[config.mk]
export PLATFORM = sky130hd
export DESIGN_NAME = fft_bitrev_reader
export DESIGN_NICKNAME = d
export VERILOG_FILES = /design/src/rtl/fft_pkg.sv /design/src/rtl/fft_counter.sv /design/src/rtl/fft_skid_fifo2.sv /design/src/rtl/fft_bitrev_reader.sv
export SDC_FILE = /design/constraint.sdc
export NUM_CORES = 1
export LEC_CHECK = 0
export CAP_MARGIN = 20
export CORE_AREA = 10 10 116 118
export CTS_CLUSTER_SIZE = 30
export DETAILED_ROUTE_END_ITERATION = 12
export DIE_AREA = 0 0 126 128
export PLACE_DENSITY = 0.53
export RECOVER_POWER = 100
export SKIP_LAST_GASP = 1
export SLEW_MARGIN = 20
export SYNTH_ARGS = -nofsm -noshare
export SYNTH_HDL_FRONTEND = slang
export SYNTH_SLANG_ARGS = --single-unit
[constraint.sdc]
create_clock -name clk -period 2 [get_ports clk]
set_input_delay 0.4 -clock clk [delete_from_list [all_inputs] [get_ports clk]]
set_output_delay 0.4 -clock clk [all_outputs]
set_load 0.05 [all_outputs]
[src/rtl/fft_pkg.sv]
// Shared definitions for the FFT sample-buffer read side.
// Holds the default sizes, the FSM state type and a bit-reversal helper.
package fft_pkg;

    localparam int LOG2N_DEF      = 8;
    localparam int DATA_WIDTH_DEF = 32;
    localparam int LOG2N_MAX      = 16;

    typedef enum logic [1:0] {
        IDLE  = 2'd0,
        READ  = 2'd1,
        DRAIN = 2'd2
    } state_t;

    // Reverses the low w bits of v; bits at and above w come back as zero.
    function automatic logic [LOG2N_MAX-1:0] bitrev(input logic [LOG2N_MAX-1:0] v, input int w);
        logic [LOG2N_MAX-1:0] r;
        r = '0;
        for (int i = 0; i < LOG2N_MAX; i++) begin
            if (i < w) r[i] = v[w-1-i];
        end
        return r;
    endfunction

endpackage

[src/rtl/fft_counter.sv]
// Enable-driven wrap-around counter; o_max flags the terminal count.
module fft_counter #(
    parameter int unsigned      WIDTH = 8,
    parameter logic [WIDTH-1:0] MAX   = {WIDTH{1'b1}}
) (
    input  logic             clk,
    input  logic             rst,
    input  logic             i_en,
    output logic [WIDTH-1:0] o_count,
    output logic             o_max
);

    assign o_max = (o_count == MAX);

    // NOTE: clocked state uses non-blocking assignments so every flop samples pre-edge values.
    always_ff @(posedge clk) begin
        if (rst) begin
            o_count <= '0;
        end else if (i_en) begin
            o_count <= o_max ? '0 : o_count + 1'b1;
        end
    end

endmodule

[src/rtl/fft_skid_fifo2.sv]
// Two-entry valid/ready FIFO; the head entry drives the output directly.
module fft_skid_fifo2 #(
    parameter int WIDTH = 33
) (
    input  logic             clk,
    input  logic             rst,
    input  logic             i_push,
    input  logic [WIDTH-1:0] i_data,
    input  logic             i_ready,
    output logic             o_valid,
    output logic [WIDTH-1:0] o_data,
    output logic [1:0]       o_occ
);

    logic [WIDTH-1:0] head_q;
    logic [WIDTH-1:0] tail_q;
    logic [1:0]       occ_q;
    logic             pop;

    assign o_valid = (occ_q != 2'd0);
    assign o_data  = head_q;
    assign o_occ   = occ_q;
    assign pop     = o_valid && i_ready;

    // NOTE: the two storage entries are reset as well, because o_data must read zero out of reset.
    always_ff @(posedge clk) begin
        if (rst) begin
            head_q <= '0;
            tail_q <= '0;
            occ_q  <= 2'd0;
        end else begin
            case ({i_push, pop})
                2'b10: begin
                    if (occ_q == 2'd0) head_q <= i_data;
                    else               tail_q <= i_data;
                    occ_q <= occ_q + 2'd1;
                end
                2'b01: begin
                    head_q <= tail_q;
                    occ_q  <= occ_q - 2'd1;
                end
                2'b11: begin
                    if (occ_q == 2'd1) begin
                        head_q <= i_data;
                    end else begin
                        head_q <= tail_q;
                        tail_q <= i_data;
                    end
                end
                default: ;
            endcase
        end
    end

endmodule

[src/rtl/fft_bitrev_reader.sv]
// Reads one N-word frame from a synchronous BRAM in bit-reversed (or natural)
// order and streams it out on valid/ready with full backpressure.
module fft_bitrev_reader
    import fft_pkg::*;
#(
    parameter int LOG2N       = LOG2N_DEF,
    parameter int DATA_WIDTH  = DATA_WIDTH_DEF,
    parameter bit BIT_REVERSE = 1'b1
) (
    input  logic                  clk,
    input  logic                  rst,
    input  logic                  i_start,
    output logic                  o_busy,
    output logic                  o_done,
    output logic                  o_rd_en,
    output logic [LOG2N-1:0]      o_rd_addr,
    input  logic [DATA_WIDTH-1:0] i_rd_data,
    output logic                  o_valid,
    input  logic                  i_ready,
    output logic [DATA_WIDTH-1:0] o_data,
    output logic                  o_last
);

    localparam logic [LOG2N-1:0] CNT_MAX = {LOG2N{1'b1}};

    state_t              state_q, state_d;
    logic [LOG2N-1:0]    cnt;
    logic                cnt_max;
    logic                inflight_q;
    logic                last_q;
    logic                done_q;
    logic [1:0]          occ;
    logic                pop;
    logic                issue;
    logic [DATA_WIDTH:0] head;

    assign pop = o_valid && i_ready;

    // Never have more words owed to the FIFO than it can hold after this cycle's pop.
    assign issue = (state_q == READ) &&
                   (({1'b0, occ} + {2'b00, inflight_q}) < (3'd2 + {2'b00, pop}));

    fft_counter #(
        .WIDTH (LOG2N),
        .MAX   (CNT_MAX)
    ) u_cnt (
        .clk     (clk),
        .rst     (rst),
        .i_en    (issue),
        .o_count (cnt),
        .o_max   (cnt_max)
    );

    assign o_rd_en   = issue;
    assign o_rd_addr = BIT_REVERSE ? LOG2N'(bitrev(LOG2N_MAX'(cnt), LOG2N)) : cnt;
    assign o_busy    = (state_q != IDLE);
    assign o_done    = done_q;

    // NOTE: next-state is assigned a default first so no path leaves it unassigned (no latch).
    always_comb begin
        state_d = state_q;
        case (state_q)
            IDLE:    if (i_start)          state_d = READ;
            READ:    if (issue && cnt_max) state_d = DRAIN;
            DRAIN:   if (pop && o_last)    state_d = IDLE;
            default:                       state_d = IDLE;
        endcase
    end

    always_ff @(posedge clk) begin
        if (rst) begin
            state_q    <= IDLE;
            inflight_q <= 1'b0;
            last_q     <= 1'b0;
            done_q     <= 1'b0;
        end else begin
            state_q    <= state_d;
            inflight_q <= issue;
            last_q     <= issue && cnt_max;
            done_q     <= (state_q == DRAIN) && pop && o_last;
        end
    end

    // The last tag rides alongside its data word through the FIFO.
    fft_skid_fifo2 #(
        .WIDTH (DATA_WIDTH + 1)
    ) u_fifo (
        .clk     (clk),
        .rst     (rst),
        .i_push  (inflight_q),
        .i_data  ({last_q, i_rd_data}),
        .i_ready (i_ready),
        .o_valid (o_valid),
        .o_data  (head),
        .o_occ   (occ)
    );

    assign o_last = head[DATA_WIDTH];
    assign o_data = head[DATA_WIDTH-1:0];

endmodule

==> reports/summary.json, run 1 <==
{
  "worst_setup_path": {
    "worst-path-max-fanout": 2,
    "r2r-start": "u_fifo.o_occ[0]$_SDFFE_PP0P_",
    "cp_slowest_stage_delay_ns": 0.55,
    "critPathSlowestCell": "sky130_fd_sc_hd__clkdlybuf4s50_1",
    "timing.critical_path.max_delay_family": "buffers and inverters",
    "worstPathRequired_ns": 1.60,
    "worst_setup_path_class": "in2out",
    "startpoint_type": "primary input",
    "crit_chain": "clkdlybuf4s50_1 -> or3b_4 -> a21o_4 -> clkinvlp_4 -> buf_12",
    "critical_path.n_buffers_inverters": 3,
    "sort_of_element_at_the_end_of_the_critical_path": "output pin",
    "arrival_ns": 1.79,
    "worstSetupStartpoint": "i_ready"
  },
  "die": {
    "ioPinCount": 81,
    "overall_die_area_um2": 16100,
    "core-area_um2": 11200,
    "die_h_um": 128,
    "die_width_um": 126,
    "initial_core_util_pct": 29.0,
    "rows": 39
  },
  "timing": {
    "fmax_mhz": 457,
    "final_setup_violating_endpoints": 58,
    "post-route-worst-setup-slack_ns": -0.187,
    "maxSlewViolCount": 0,
    "finalClockSkew_ns": 0.00404,
    "timing.final.crit_share_pct": 109,
    "finalWorstPathRequiredPeriod_ns": 2.19,
    "timing_worst_slew_pin_value_ns": 0.631,
    "rsz_0062_raised_after_global_routing": "yes",
    "hold_slack_ns": 0.398,
    "worst_slew_margin_rel_pct": 58.1,
    "final-hold-violation-count": 0
  },
  "layout": {
    "final-instance-count-excl-fill": 640,
    "finish.net_count": 536,
    "layout-drive-gt1-share_pct": 23.7,
    "nFillCells": 1127,
    "area.growth.synth_to_final_pct": 60.6,
    "multi_input_comb_area_um2": 1760,
    "ff_latch_area_um2": 1630,
    "antenna-diode-count": 0
  },
  "logic_synthesis": {
    "synth.yosys.warnings": 0,
    "synthesis.area_um2": 3260,
    "post_synthesis_instance_total": 381,
    "ys_types": 32,
    "share_of_flip_flops_with_an_asynchronous_set_or_reset_pct": 0,
    "synth.yosys.seq_area_share_pct": 49.8,
    "ys_dominant_reg_cell": "sky130_fd_sc_hd__dfxtp_1",
    "synth_top_cells_by_area": "sky130_fd_sc_hd__dfxtp_1, sky130_fd_sc_hd__a211oi_1, sky130_fd_sc_hd__nand2_1",
    "most_common_cell_in_the_synthesized_netlist": "sky130_fd_sc_hd__dfxtp_1",
    "postSynthNetCount": 425,
    "synth_edf_count": 0,
    "post-synth-top-area-fraction_pct": 49.8,
    "syn_area_per_cell_um2": 8.55,
    "synth_commonest_cells": "sky130_fd_sc_hd__dfxtp_1, sky130_fd_sc_hd__nand2_1, sky130_fd_sc_hd__nor2_1",
    "yosys.area.top_type": "sky130_fd_sc_hd__dfxtp_1",
    "ys_seq_elements": 81
  },
  "clocking": {
    "tritoncts": "yes",
    "worst_skew_pair.late_latency_ns": 0.33,
    "cts_buffers": 9,
    "htree_levels": 3,
    "cts-root-to-sink-buffers": 2,
    "cts_sinks": 81,
    "clkTransAtPathRegs_ns": 0.06,
    "ctsHoldBuffers": 0,
    "clock_root_buffer": "sky130_fd_sc_hd__clkbuf_16"
  },
  "routing": {
    "drc": 0,
    "via_count": 3038,
    "totalWireLength_um": 9430,
    "number_of_drc_markers_after_the_initial_detailed_route_iteration": 173,
    "vias_per_inst": 4.75,
    "detail-route-antenna-nets": 0,
    "drt_pass1_iterations": 4,
    "wire_per_inst_um": 14.7
  },
  "job": {
    "maxCapViolCount": 0
  },
  "pwr": {
    "total_leakage_power_nw": 1.88,
    "irDropWorstVdd_v": 0.000615,
    "p_per_area_nw_per_um2": 1550,
    "total_power_mw": 8.10
  },
  "grt": {
    "pin_count_of_the_biggest_net_entering_global_routing": 40,
    "grt_antenna_before_repair": 0,
    "grt_pass1_vias": 2961,
    "globalRouteOverflowTotal": 0,
    "grt_pass1_wl_um": 14700,
    "grt_util_all_layers_pct": 10.9
  },
  "min_path": {
    "holdCritPathClass": "in2reg",
    "min_delay_startpoint": "rst"
  },
  "place": {
    "gp_routability_congestion": 0.785,
    "dp.final_hpwl_um": 6210,
    "placement.io_buffers": 80,
    "dp.cells": 610
  },
  "run_status": {
    "failed_checks": "setup timing",
    "status": "finished, violations left"
  }
}
-- cell usage in the layout (no fill, tap or decap), types with 2 or more instances in the layout --
cell                              netlist  final
sky130_fd_sc_hd__dfxtp_1               81     79
sky130_fd_sc_hd__nand2_1               72     71
sky130_fd_sc_hd__clkdlybuf4s50_1        0     68
sky130_fd_sc_hd__nor2_1                43     43
sky130_fd_sc_hd__a21oi_1               36     28
sky130_fd_sc_hd__a211oi_1              37     26
sky130_fd_sc_hd__buf_4                  0     26
sky130_fd_sc_hd__a22oi_1               34     25
sky130_fd_sc_hd__clkbuf_16              0     13
sky130_fd_sc_hd__a211oi_2               0     11
sky130_fd_sc_hd__buf_12                 0     10
sky130_fd_sc_hd__a22oi_2                0      9
sky130_fd_sc_hd__clkbuf_1              23      9
sky130_fd_sc_hd__a21oi_2                0      8
sky130_fd_sc_hd__buf_6                  1      8
sky130_fd_sc_hd__inv_1                  9      7
sky130_fd_sc_hd__xnor2_1                4      4
sky130_fd_sc_hd__ha_4                   0      4
sky130_fd_sc_hd__clkinv_2               0      4
sky130_fd_sc_hd__o21ai_4                0      3
sky130_fd_sc_hd__nand3_1                3      3
sky130_fd_sc_hd__or3b_4                 1      2
sky130_fd_sc_hd__a21o_4                 0      2
sky130_fd_sc_hd__clkinvlp_4             0      2
sky130_fd_sc_hd__nor3_1                 2      2
sky130_fd_sc_hd__xor2_1                 2      2
sky130_fd_sc_hd__o31ai_1                2      2
sky130_fd_sc_hd__or4_4                  0      2
sky130_fd_sc_hd__ha_1                   8      2
sky130_fd_sc_hd__ha_2                   0      2
-- registers in the layout (all words and copies together) (netlist names) --
| register | flops |
|---|---|
| u_cnt.o_count | 8 |
| inflight_q | 1 |
| u_fifo.o_occ | 2 |
| o_done | 1 |
| last_q | 1 |
| u_fifo.o_data | 33 |
| u_fifo.tail_q | 33 |
| state_q | 2 |
-- tightest hold or removal path, stage by stage --
cell	delay [ns]
sky130_fd_sc_hd__buf_2	0.10
sky130_fd_sc_hd__inv_1	0.07
sky130_fd_sc_hd__o221ai_1	0.07
sky130_fd_sc_hd__nor2_1	0.04
-- metal layers --
metal / wire length (µm) / GRT usage (%)
met1: 4330 / 13.2
met2: 4430 / 17.5
met3: 543 / 3.27
met4: 132 / 5.02
met5: 0 / 0
-- final cells by class --
cell class / count / area share [%]
Inverter: 9 / 0.717
Sequential cell: 81 / 31.1
Tap cell: 143 / 3.42
Clock inverter: 6 / 1.10
Multi-Input combinational cell: 263 / 33.7
Timing Repair Buffer: 128 / 25.4
Clock buffer: 10 / 4.57
-- per-stage QoR --
step / utilization [%] / setup slack [ns] / cell area [µm²] / setup TNS (ns)
finish: 46.6 / -0.187 / 5230 / -1.71
global route: 46.6 / -0.232 / 5230 / -9.46
CTS: 43.8 / -0.210 / 4910 / -0.367
detailed placement: 40.3 / -0.310 / 4520 / -18.85
global placement: 40.3 / -0.281 / 4520 / -15.89
floorplan: - / 0.00750 / 3310 / 0
-- what timing repair did --
action                     4_1_cts  5_1_grt
buffers inserted                 3        7
gates resized for setup         17       44
setup endpoints to repair       73       73
cloned                           0        4
pin swaps                        3       45
-- power by group --
part           switching, mW  internal [mW]
Sequential             0.222           2.03
Combinational           2.45           1.76
Clock                  0.645          0.991
-- kinds of logic (layout without fill, tap and decap cells) --
family          Yosys count  after routing  share of synthesized area (%)
compound gates          117            117                           24.0
xor+xnor                  6              6                           1.61
fa+ha+maj                 8              8                           3.07
buf+inv                  37            153                           4.49
flops                    81             81                           49.8
mux                       2              2                          0.614
simple gates            130            130                           16.4
-- path summary, 6_finish.rpt --
check	to	slack, ns	cells after the start
worst max register to register	u_cnt.o_count[5]$_SDFFE_PP0P_	-0.17	8
worst min register to register	u_fifo.tail_q[17]$_SDFFE_PP0P_	0.45	2
worst max-delay path	o_rd_en	-0.19	5
worst min-delay path	u_cnt.o_count[7]$_SDFFE_PP0P_	0.40	4
(Power assumes the default switching activity.)
==> run 2, diff against run 1 <==
--- a/config.mk
+++ b/config.mk
@@ -6,11 +6,11 @@
 export NUM_CORES = 1
 export LEC_CHECK = 0
 export CAP_MARGIN = 20
-export CORE_AREA = 10 10 116 118
+export CORE_AREA = 10 10 102 104
 export CTS_CLUSTER_SIZE = 30
 export DETAILED_ROUTE_END_ITERATION = 12
-export DIE_AREA = 0 0 126 128
-export PLACE_DENSITY = 0.53
+export DIE_AREA = 0 0 112 114
+export PLACE_DENSITY = 0.67
 export RECOVER_POWER = 100
 export SKIP_LAST_GASP = 1
 export SLEW_MARGIN = 20
==> reports/summary.json, run 2 (synthesis results as in run 1) <==
{
  "layout": {
    "layout-drive-gt1-share": {"value": 18.1, "unit": "%", "change": "was 23.7%"},
    "final-instance-count-excl-fill": {"value": 599, "change": "was 640"},
    "area.growth.synth_to_final": {"value": 52.1, "unit": "%", "change": "was 60.6%"},
    "finish.net_count": {"value": 530, "change": "was 536"},
    "multi_input_comb_area": {"value": 1650, "unit": "µm²", "change": "was 1760 µm²"},
    "nFillCells": {"value": 743, "change": "was 1,127"},
    "layout.core_utilization": {"value": 58.5, "unit": "%", "change": "was 46.6%"},
    "antenna-diode-count": {"value": 0, "change": "unchanged"},
    "ff_latch_area": {"value": 1630, "unit": "µm²", "change": "about the same"},
    "layout_commonest_cell": {"value": "sky130_fd_sc_hd__dfxtp_1", "change": "unchanged"},
    "layout_common_cells": {"value": "sky130_fd_sc_hd__dfxtp_1, sky130_fd_sc_hd__nand2_1, sky130_fd_sc_hd__clkdlybuf4s50_1", "change": "unchanged"}
  },
  "timing": {
    "timing.final.crit_share": {"value": 110, "unit": "%", "change": "was 109%"},
    "final-hold-violation-count": {"value": 0, "change": "unchanged"},
    "setup-tns-final": {"value": -1.32, "unit": "ns", "change": "was -1.71 ns"},
    "finalClockSkew": {"value": 0.00841, "unit": "ns", "change": "was 0.00404 ns"},
    "finalWorstPathRequiredPeriod": {"value": 2.20, "unit": "ns", "change": "was 2.19 ns"},
    "rsz_0062_raised_after_global_routing": {"value": "yes", "change": "unchanged"},
    "final_setup_violating_endpoints": {"value": 25, "change": "was 58"},
    "fmax": {"value": 454, "unit": "MHz", "change": "was 457 MHz"},
    "worst_slew_margin_rel": {"value": 59.5, "unit": "%", "change": "was 58.1%"},
    "maxSlewViolCount": {"value": 0, "change": "unchanged"},
    "post-route-worst-setup-slack": {"value": -0.204, "unit": "ns", "change": "was -0.187 ns"},
    "timing_worst_slew_pin_value": {"value": 0.610, "unit": "ns", "change": "was 0.631 ns"}
  },
  "clocking": {
    "tritoncts": {"value": "yes", "change": "unchanged"},
    "clkTransAtPathRegs": {"value": 0.09, "unit": "ns", "change": "was 0.06 ns"},
    "cts_sinks": {"value": 81, "change": "unchanged"},
    "worst_skew_pair.late_latency": {"value": 0.34, "unit": "ns", "change": "was 0.33 ns"},
    "cts_buffers": {"value": 9, "change": "unchanged"},
    "htree_levels": {"value": 3, "change": "unchanged"},
    "cts-root-to-sink-buffers": {"value": 2, "change": "unchanged"},
    "clock_root_buffer": {"value": "sky130_fd_sc_hd__clkbuf_8", "change": "was sky130_fd_sc_hd__clkbuf_16"}
  },
  "worst_setup_path": {
    "sort_of_element_at_the_end_of_the_critical_path": {"value": "output pin", "change": "unchanged"},
    "worst_setup_path_class": {"value": "reg2out", "change": "was in2out"},
    "r2r-start": {"value": "u_fifo.o_occ[1]$_SDFFE_PP0P_", "change": "was u_fifo.o_occ[0]$_SDFFE_PP0P_"},
    "worstSetupStartpoint": {"value": "u_fifo.o_occ[0]$_SDFFE_PP0P_", "change": "was i_ready"},
    "arrival": {"value": 1.80, "unit": "ns", "change": "was 1.79 ns"},
    "worst-path-max-fanout": {"value": 3, "change": "was 2"},
    "worst_r2r_path_depth": {"value": 11, "change": "was 8"},
    "startpoint_type": {"value": "flop", "change": "was primary input"},
    "worstPathRequired": {"value": 1.60, "unit": "ns", "change": "about the same"}
  },
  "place": {
    "dp_slack": {"value": -0.315, "unit": "ns", "change": "was -0.310 ns"},
    "dp.cells": {"value": 569, "change": "was 610"},
    "gp_routability_congestion": {"value": 0.777, "change": "was 0.785"},
    "dp.final_hpwl": {"value": 5790, "unit": "µm", "change": "was 6210 µm"},
    "placement.io_buffers": {"value": 80, "change": "unchanged"}
  },
  "grt": {
    "grt_antenna_before_repair": {"value": 0, "change": "unchanged"},
    "globalRouteOverflowTotal": {"value": 0, "change": "unchanged"},
    "grt_pass1_vias": {"value": 2821, "change": "was 2,961"},
    "grt_util_all_layers": {"value": 13.1, "unit": "%", "change": "was 10.9%"},
    "pin_count_of_the_biggest_net_entering_global_routing": {"value": 62, "change": "was 40"},
    "grt_pass1_wl": {"value": 13900, "unit": "µm", "change": "was 14,700 µm"}
  },
  "die": {
    "initial_core_util": {"value": 38.5, "unit": "%", "change": "was 29.0%"},
    "overall_die_area": {"value": 12800, "unit": "µm²", "change": "was 16,100 µm²"},
    "core-area": {"value": 8470, "unit": "µm²", "change": "was 11,200 µm²"},
    "rows": {"value": 34, "change": "was 39"},
    "die_width": {"value": 112, "unit": "µm", "change": "was 126 µm"},
    "die_h": {"value": 114, "unit": "µm", "change": "was 128 µm"},
    "ioPinCount": {"value": 81, "change": "unchanged"}
  },
  "pwr": {
    "p_per_area": {"value": 1520, "unit": "nW/µm²", "change": "was 1550 nW/µm²"},
    "total_leakage_power": {"value": 1.78, "unit": "nW", "change": "was 1.88 nW"},
    "irDropWorstVdd": {"value": 0.000582, "unit": "V", "change": "was 0.000615 V"}
  },
  "run_status": {
    "status": {"value": "finished, violations left", "change": "unchanged"},
    "failed_checks": {"value": "setup timing", "change": "unchanged"}
  },
  "routing": {
    "wire_per_inst": {"value": 15.3, "unit": "µm", "change": "was 14.7 µm"},
    "detail-route-antenna-nets": {"value": 0, "change": "unchanged"},
    "drc": {"value": 0, "change": "unchanged"},
    "totalWireLength": {"value": 9160, "unit": "µm", "change": "was 9430 µm"},
    "via_count": {"value": 3051, "change": "was 3,038"},
    "vias_per_inst": {"value": 5.09, "change": "was 4.75"},
    "number_of_drc_markers_after_the_initial_detailed_route_iteration": {"value": 123, "change": "was 173"},
    "drt_pass1_iterations": {"value": 4, "change": "unchanged"}
  },
  "min_path": {
    "min_delay_startpoint": {"value": "rst", "change": "unchanged"},
    "hold-path-cell-count": {"value": 2, "change": "was 4"},
    "holdCritPathClass": {"value": "in2reg", "change": "unchanged"}
  },
  "job": {
    "maxCapViolCount": {"value": 0, "change": "unchanged"}
  }
}
run 2: power by group:
| part | switching [mW] | total (mW) | internal (mW) |
|---|---|---|---|
| registers | 0.215 | 2.24 | 2.02 |
| logic | 2.40 | 4.08 | 1.68 |
| clock network | 0.588 | 1.20 | 0.608 |
| total | 3.21 | 7.52 | 4.31 |
run 2: final timing paths:
check | endpoint | slack [ns]
worst max-delay path | o_rd_en | -0.20
worst max register to register | u_fifo.o_data[16]$_SDFFE_PP0P_ | -0.07
worst min-delay path | u_fifo.tail_q[2]$_SDFFE_PP0P_ | 0.45
worst min register to register | u_fifo.tail_q[16]$_SDFFE_PP0P_ | 0.46
run 2: cell type report:
class                   count  area share (%)
multi-input cells         263            33.3
flip-flops and latches     81            32.8
repair buffers            122            26.4
clock buffers              11            2.85
well taps                 108            2.73
clock inverters             5            1.11
inverters                   9           0.757
run 2: metal layers:
layer | part of all wire [%] | routed length, µm | up-vias | global-route usage, %
li1 | - | - | 1549 | -
met1 | 43 | 3940 | 1414 | 15.4
met2 | 50 | 4620 | 76 | 22.0
met3 | 5.6 | 511 | 12 | 4.72
met4 | 0.97 | 89 | 0 | 3.81
met5 | 0 | 0 | - | 0
run 2: repair_timing:
action,in CTS,in global routing
cloned,2,5
setup endpoints to repair,15,76
hold buffers,0,0
gates resized for setup,14,29
setup buffers,3,4
pin swaps,7,18
run 2: per-stage QoR:
step           area [µm²]  hold WS [ns]  total power, mW
3_5_place_dp         4440         0.446             5.94
3_3_place_gp         4440         0.441             5.88
5_1_grt              4960         0.455             7.94
6_report             4960         0.450             7.52
4_1_cts              4780         0.433             7.35
2_1_floorplan        3310         0.431             4.58
run 2: critical path, stage by stage (launching register included):
cell                         delay (ns)
sky130_fd_sc_hd__dfxtp_4           0.36
sky130_fd_sc_hd__ha_4              0.16
sky130_fd_sc_hd__ha_4              0.15
sky130_fd_sc_hd__or3b_4            0.37
sky130_fd_sc_hd__a21o_4            0.21
sky130_fd_sc_hd__clkinvlp_4        0.09
sky130_fd_sc_hd__buf_12            0.13
==> run 3, diff against run 2 <==
--- a/config.mk
+++ b/config.mk
@@ -6,12 +6,16 @@
 export NUM_CORES = 1
 export LEC_CHECK = 0
 export CAP_MARGIN = 20
-export CORE_AREA = 10 10 102 104
+export CELL_PAD_IN_SITES_DETAIL_PLACEMENT = 1
+export CELL_PAD_IN_SITES_GLOBAL_PLACEMENT = 1
+export CORE_AREA = 10 10 112 114
 export CTS_CLUSTER_SIZE = 30
 export DETAILED_ROUTE_END_ITERATION = 12
-export DIE_AREA = 0 0 112 114
-export PLACE_DENSITY = 0.67
+export DIE_AREA = 0 0 122 124
+export GPL_TIMING_DRIVEN = 0
+export PLACE_DENSITY = 0.73
 export RECOVER_POWER = 100
+export SETUP_SLACK_MARGIN = 0.05
 export SKIP_LAST_GASP = 1
 export SLEW_MARGIN = 20
 export SYNTH_ARGS = -nofsm -noshare
==> reports/summary.json, run 3 (synthesis results as in run 1) <==
{
  "pwr": {
    "total_leakage_power": {"value": 2.23, "unit": "nW", "change": "was 1.78 nW"},
    "total_power": {"value": 8.09, "unit": "mW", "change": "was 7.52 mW"},
    "irDropWorstVdd": {"value": 0.000498, "unit": "V", "change": "was 0.000582 V"},
    "p_per_area": {"value": 1510, "unit": "nW/µm²", "change": "was 1520 nW/µm²"}
  },
  "routing": {
    "via_count": {"value": 3248, "change": "was 3,051"},
    "drc": {"value": 0, "change": "unchanged"},
    "detail-route-antenna-nets": {"value": 0, "change": "unchanged"},
    "vias_per_inst": {"value": 5.00, "change": "was 5.09"},
    "number_of_drc_markers_after_the_initial_detailed_route_iteration": {"value": 92, "change": "was 123"},
    "totalWireLength": {"value": 11800, "unit": "µm", "change": "was 9160 µm"},
    "wire_per_inst": {"value": 18.2, "unit": "µm", "change": "was 15.3 µm"},
    "drt_pass1_iterations": {"value": 4, "change": "unchanged"}
  },
  "clocking": {
    "htree_levels": {"value": 3, "change": "unchanged"},
    "cts_sinks": {"value": 81, "change": "unchanged"},
    "ctsHoldBuffers": {"value": 0, "change": "unchanged"},
    "worst_skew_pair.late_latency": {"value": 0.35, "unit": "ns", "change": "was 0.34 ns"},
    "cts-root-to-sink-buffers": {"value": 2, "change": "unchanged"},
    "clkTransAtPathRegs": {"value": 0.09, "unit": "ns", "change": "about the same"},
    "tritoncts": {"value": "yes", "change": "unchanged"},
    "cts_buffers": {"value": 9, "change": "unchanged"},
    "clock_root_buffer": {"value": "sky130_fd_sc_hd__clkbuf_8", "change": "unchanged"}
  },
  "die": {
    "ioPinCount": {"value": 81, "change": "unchanged"},
    "die_h": {"value": 124, "unit": "µm", "change": "was 114 µm"},
    "rows": {"value": 37, "change": "was 34"},
    "overall_die_area": {"value": 15100, "unit": "µm²", "change": "was 12,800 µm²"},
    "initial_core_util": {"value": 31.8, "unit": "%", "change": "was 38.5%"},
    "die_width": {"value": 122, "unit": "µm", "change": "was 112 µm"},
    "core-area": {"value": 10200, "unit": "µm²", "change": "was 8470 µm²"}
  },
  "timing": {
    "finalClockSkew": {"value": 0.00901, "unit": "ns", "change": "was 0.00841 ns"},
    "final-hold-violation-count": {"value": 0, "change": "unchanged"},
    "timing_worst_slew_pin_value": {"value": 0.677, "unit": "ns", "change": "was 0.610 ns"},
    "hold_slack": {"value": 0.459, "unit": "ns", "change": "was 0.450 ns"},
    "fmax": {"value": 432, "unit": "MHz", "change": "was 454 MHz"},
    "timing.final.crit_share": {"value": 116, "unit": "%", "change": "was 110%"},
    "finalWorstPathRequiredPeriod": {"value": 2.31, "unit": "ns", "change": "was 2.20 ns"},
    "maxSlewViolCount": {"value": 0, "change": "unchanged"},
    "worst_slew_margin_rel": {"value": 54.8, "unit": "%", "change": "was 59.5%"},
    "final_setup_violating_endpoints": {"value": 51, "change": "was 25"},
    "rsz_0062_raised_after_global_routing": {"value": "yes", "change": "unchanged"},
    "post-route-worst-setup-slack": {"value": -0.315, "unit": "ns", "change": "was -0.204 ns"},
    "setup-tns-final": {"value": -5.45, "unit": "ns", "change": "was -1.32 ns"}
  },
  "worst_setup_path": {
    "arrival": {"value": 1.91, "unit": "ns", "change": "was 1.80 ns"},
    "startpoint_type": {"value": "flop", "change": "unchanged"},
    "worstPathRequired": {"value": 1.60, "unit": "ns", "change": "about the same"},
    "sort_of_element_at_the_end_of_the_critical_path": {"value": "output pin", "change": "unchanged"},
    "worst-path-max-fanout": {"value": 3, "change": "unchanged"},
    "worst_setup_path_class": {"value": "reg2out", "change": "unchanged"}
  },
  "job": {
    "maxCapViolCount": {"value": 0, "change": "unchanged"}
  },
  "layout": {
    "finish.instance_area": {"value": 5360, "unit": "µm²", "change": "was 4960 µm²"},
    "layout-drive-gt1-share": {"value": 25.9, "unit": "%", "change": "was 18.1%"},
    "ff_latch_area": {"value": 1630, "unit": "µm²", "change": "about the same"},
    "area.growth.synth_to_final": {"value": 64.6, "unit": "%", "change": "was 52.1%"},
    "layout_commonest_cell": {"value": "sky130_fd_sc_hd__dfxtp_1", "change": "unchanged"},
    "multi_input_comb_area": {"value": 1800, "unit": "µm²", "change": "was 1650 µm²"},
    "layout.core_utilization": {"value": 52.4, "unit": "%", "change": "was 58.5%"},
    "nFillCells": {"value": 1140, "change": "was 743"},
    "layout_common_cells": {"value": "sky130_fd_sc_hd__dfxtp_1, sky130_fd_sc_hd__nand2_1, sky130_fd_sc_hd__clkdlybuf4s50_1", "change": "unchanged"},
    "finish.net_count": {"value": 552, "change": "was 530"},
    "antenna-diode-count": {"value": 0, "change": "unchanged"}
  },
  "grt": {
    "grt_pass1_wl": {"value": 16800, "unit": "µm", "change": "was 13,900 µm"},
    "grt_util_all_layers": {"value": 13.9, "unit": "%", "change": "was 13.1%"},
    "pin_count_of_the_biggest_net_entering_global_routing": {"value": 15, "change": "was 62"},
    "globalRouteOverflowTotal": {"value": 0, "change": "unchanged"},
    "grt_antenna_before_repair": {"value": 0, "change": "unchanged"},
    "grt_pass1_vias": {"value": 3398, "change": "was 2,821"}
  },
  "place": {
    "dp.final_hpwl": {"value": 7290, "unit": "µm", "change": "was 5790 µm"},
    "gp_routability_congestion": {"value": 0.772, "change": "was 0.777"},
    "placement.io_buffers": {"value": 80, "change": "unchanged"},
    "placement.cell_area": {"value": 4310, "unit": "µm²", "change": "was 4440 µm²"}
  },
  "run_status": {
    "status": {"value": "finished, violations left", "change": "unchanged"},
    "failed_checks": {"value": "setup timing", "change": "unchanged"}
  },
  "min_path": {
    "holdCritPathClass": {"value": "reg2reg", "change": "was in2reg"}
  }
}
-- run 3: where the power goes --
group,switching [mW],total (mW),internal [mW]
Sequential,0.233,2.26,2.03
Clock,0.621,1.54,0.915
Combinational,2.60,4.30,1.70
-- run 3: area by class of cell --
class,count,area share (%)
clock inverter,5,2.03
clock buffer,11,2.85
multi-input combinational,263,33.6
tap,136,3.17
sequential,81,30.4
inverter,9,0.793
buffer,28,4.25
timing repair buffer,116,22.9
-- run 3: routing by layer --
metal / track usage, % / part of all wire [%] / up-vias / routed length, µm
li1: - / - / 1589 / -
met1: 15.0 / 41 / 1583 / 4810
met2: 25.2 / 53 / 61 / 6250
met3: 3.89 / 4.8 / 15 / 563
met4: 5.14 / 1.6 / 0 / 185
met5: 0 / 0 / - / 0
-- run 3: repair_timing --
item / in CTS / in global routing
gates cloned: 2 / 4
setup endpoints to repair: 86 / 95
gates resized for setup: 65 / 95
setup buffers: 19 / 11
pin swaps: 31 / 27
-- run 3: critical path, cell delays in order (launching register included) --
cell and delay [ns]:
sky130_fd_sc_hd__dfxtp_4 0.37, sky130_fd_sc_hd__ha_4 0.16, sky130_fd_sc_hd__ha_4 0.14, sky130_fd_sc_hd__or3b_4 0.36
sky130_fd_sc_hd__a21o_1 0.19, sky130_fd_sc_hd__buf_6 0.13, sky130_fd_sc_hd__clkinvlp_4 0.07, sky130_fd_sc_hd__buf_8 0.14
-- run 3: path summary, 6_finish.rpt --
| check | start | endpoint | slack [ns] | cells past startpoint |
|---|---|---|---|---|
| hold / removal | u_fifo.tail_q[4]$_SDFFE_PP0P_ | u_fifo.tail_q[4]$_SDFFE_PP0P_ | 0.46 | 2 |
| hold reg to reg | u_fifo.tail_q[4]$_SDFFE_PP0P_ | u_fifo.tail_q[4]$_SDFFE_PP0P_ | 0.46 | 2 |
| setup / recovery | u_fifo.o_occ[0]$_SDFFE_PP0P_ | o_rd_en | -0.31 | 7 |
| setup reg to reg | u_fifo.o_occ[0]$_SDFFE_PP0P_ | u_cnt.o_count[6]$_SDFFE_PP0P_ | -0.28 | 10 |
-- run 3: stage by stage --
step | std cells | setup WS [ns]
6_report | 649 | -0.315
5_1_grt | 649 | -0.380
3_5_place_dp | 597 | -0.936
2_1_floorplan | 381 | 0.0484
3_3_place_gp | 597 | -0.940
4_1_cts | 634 | -0.315
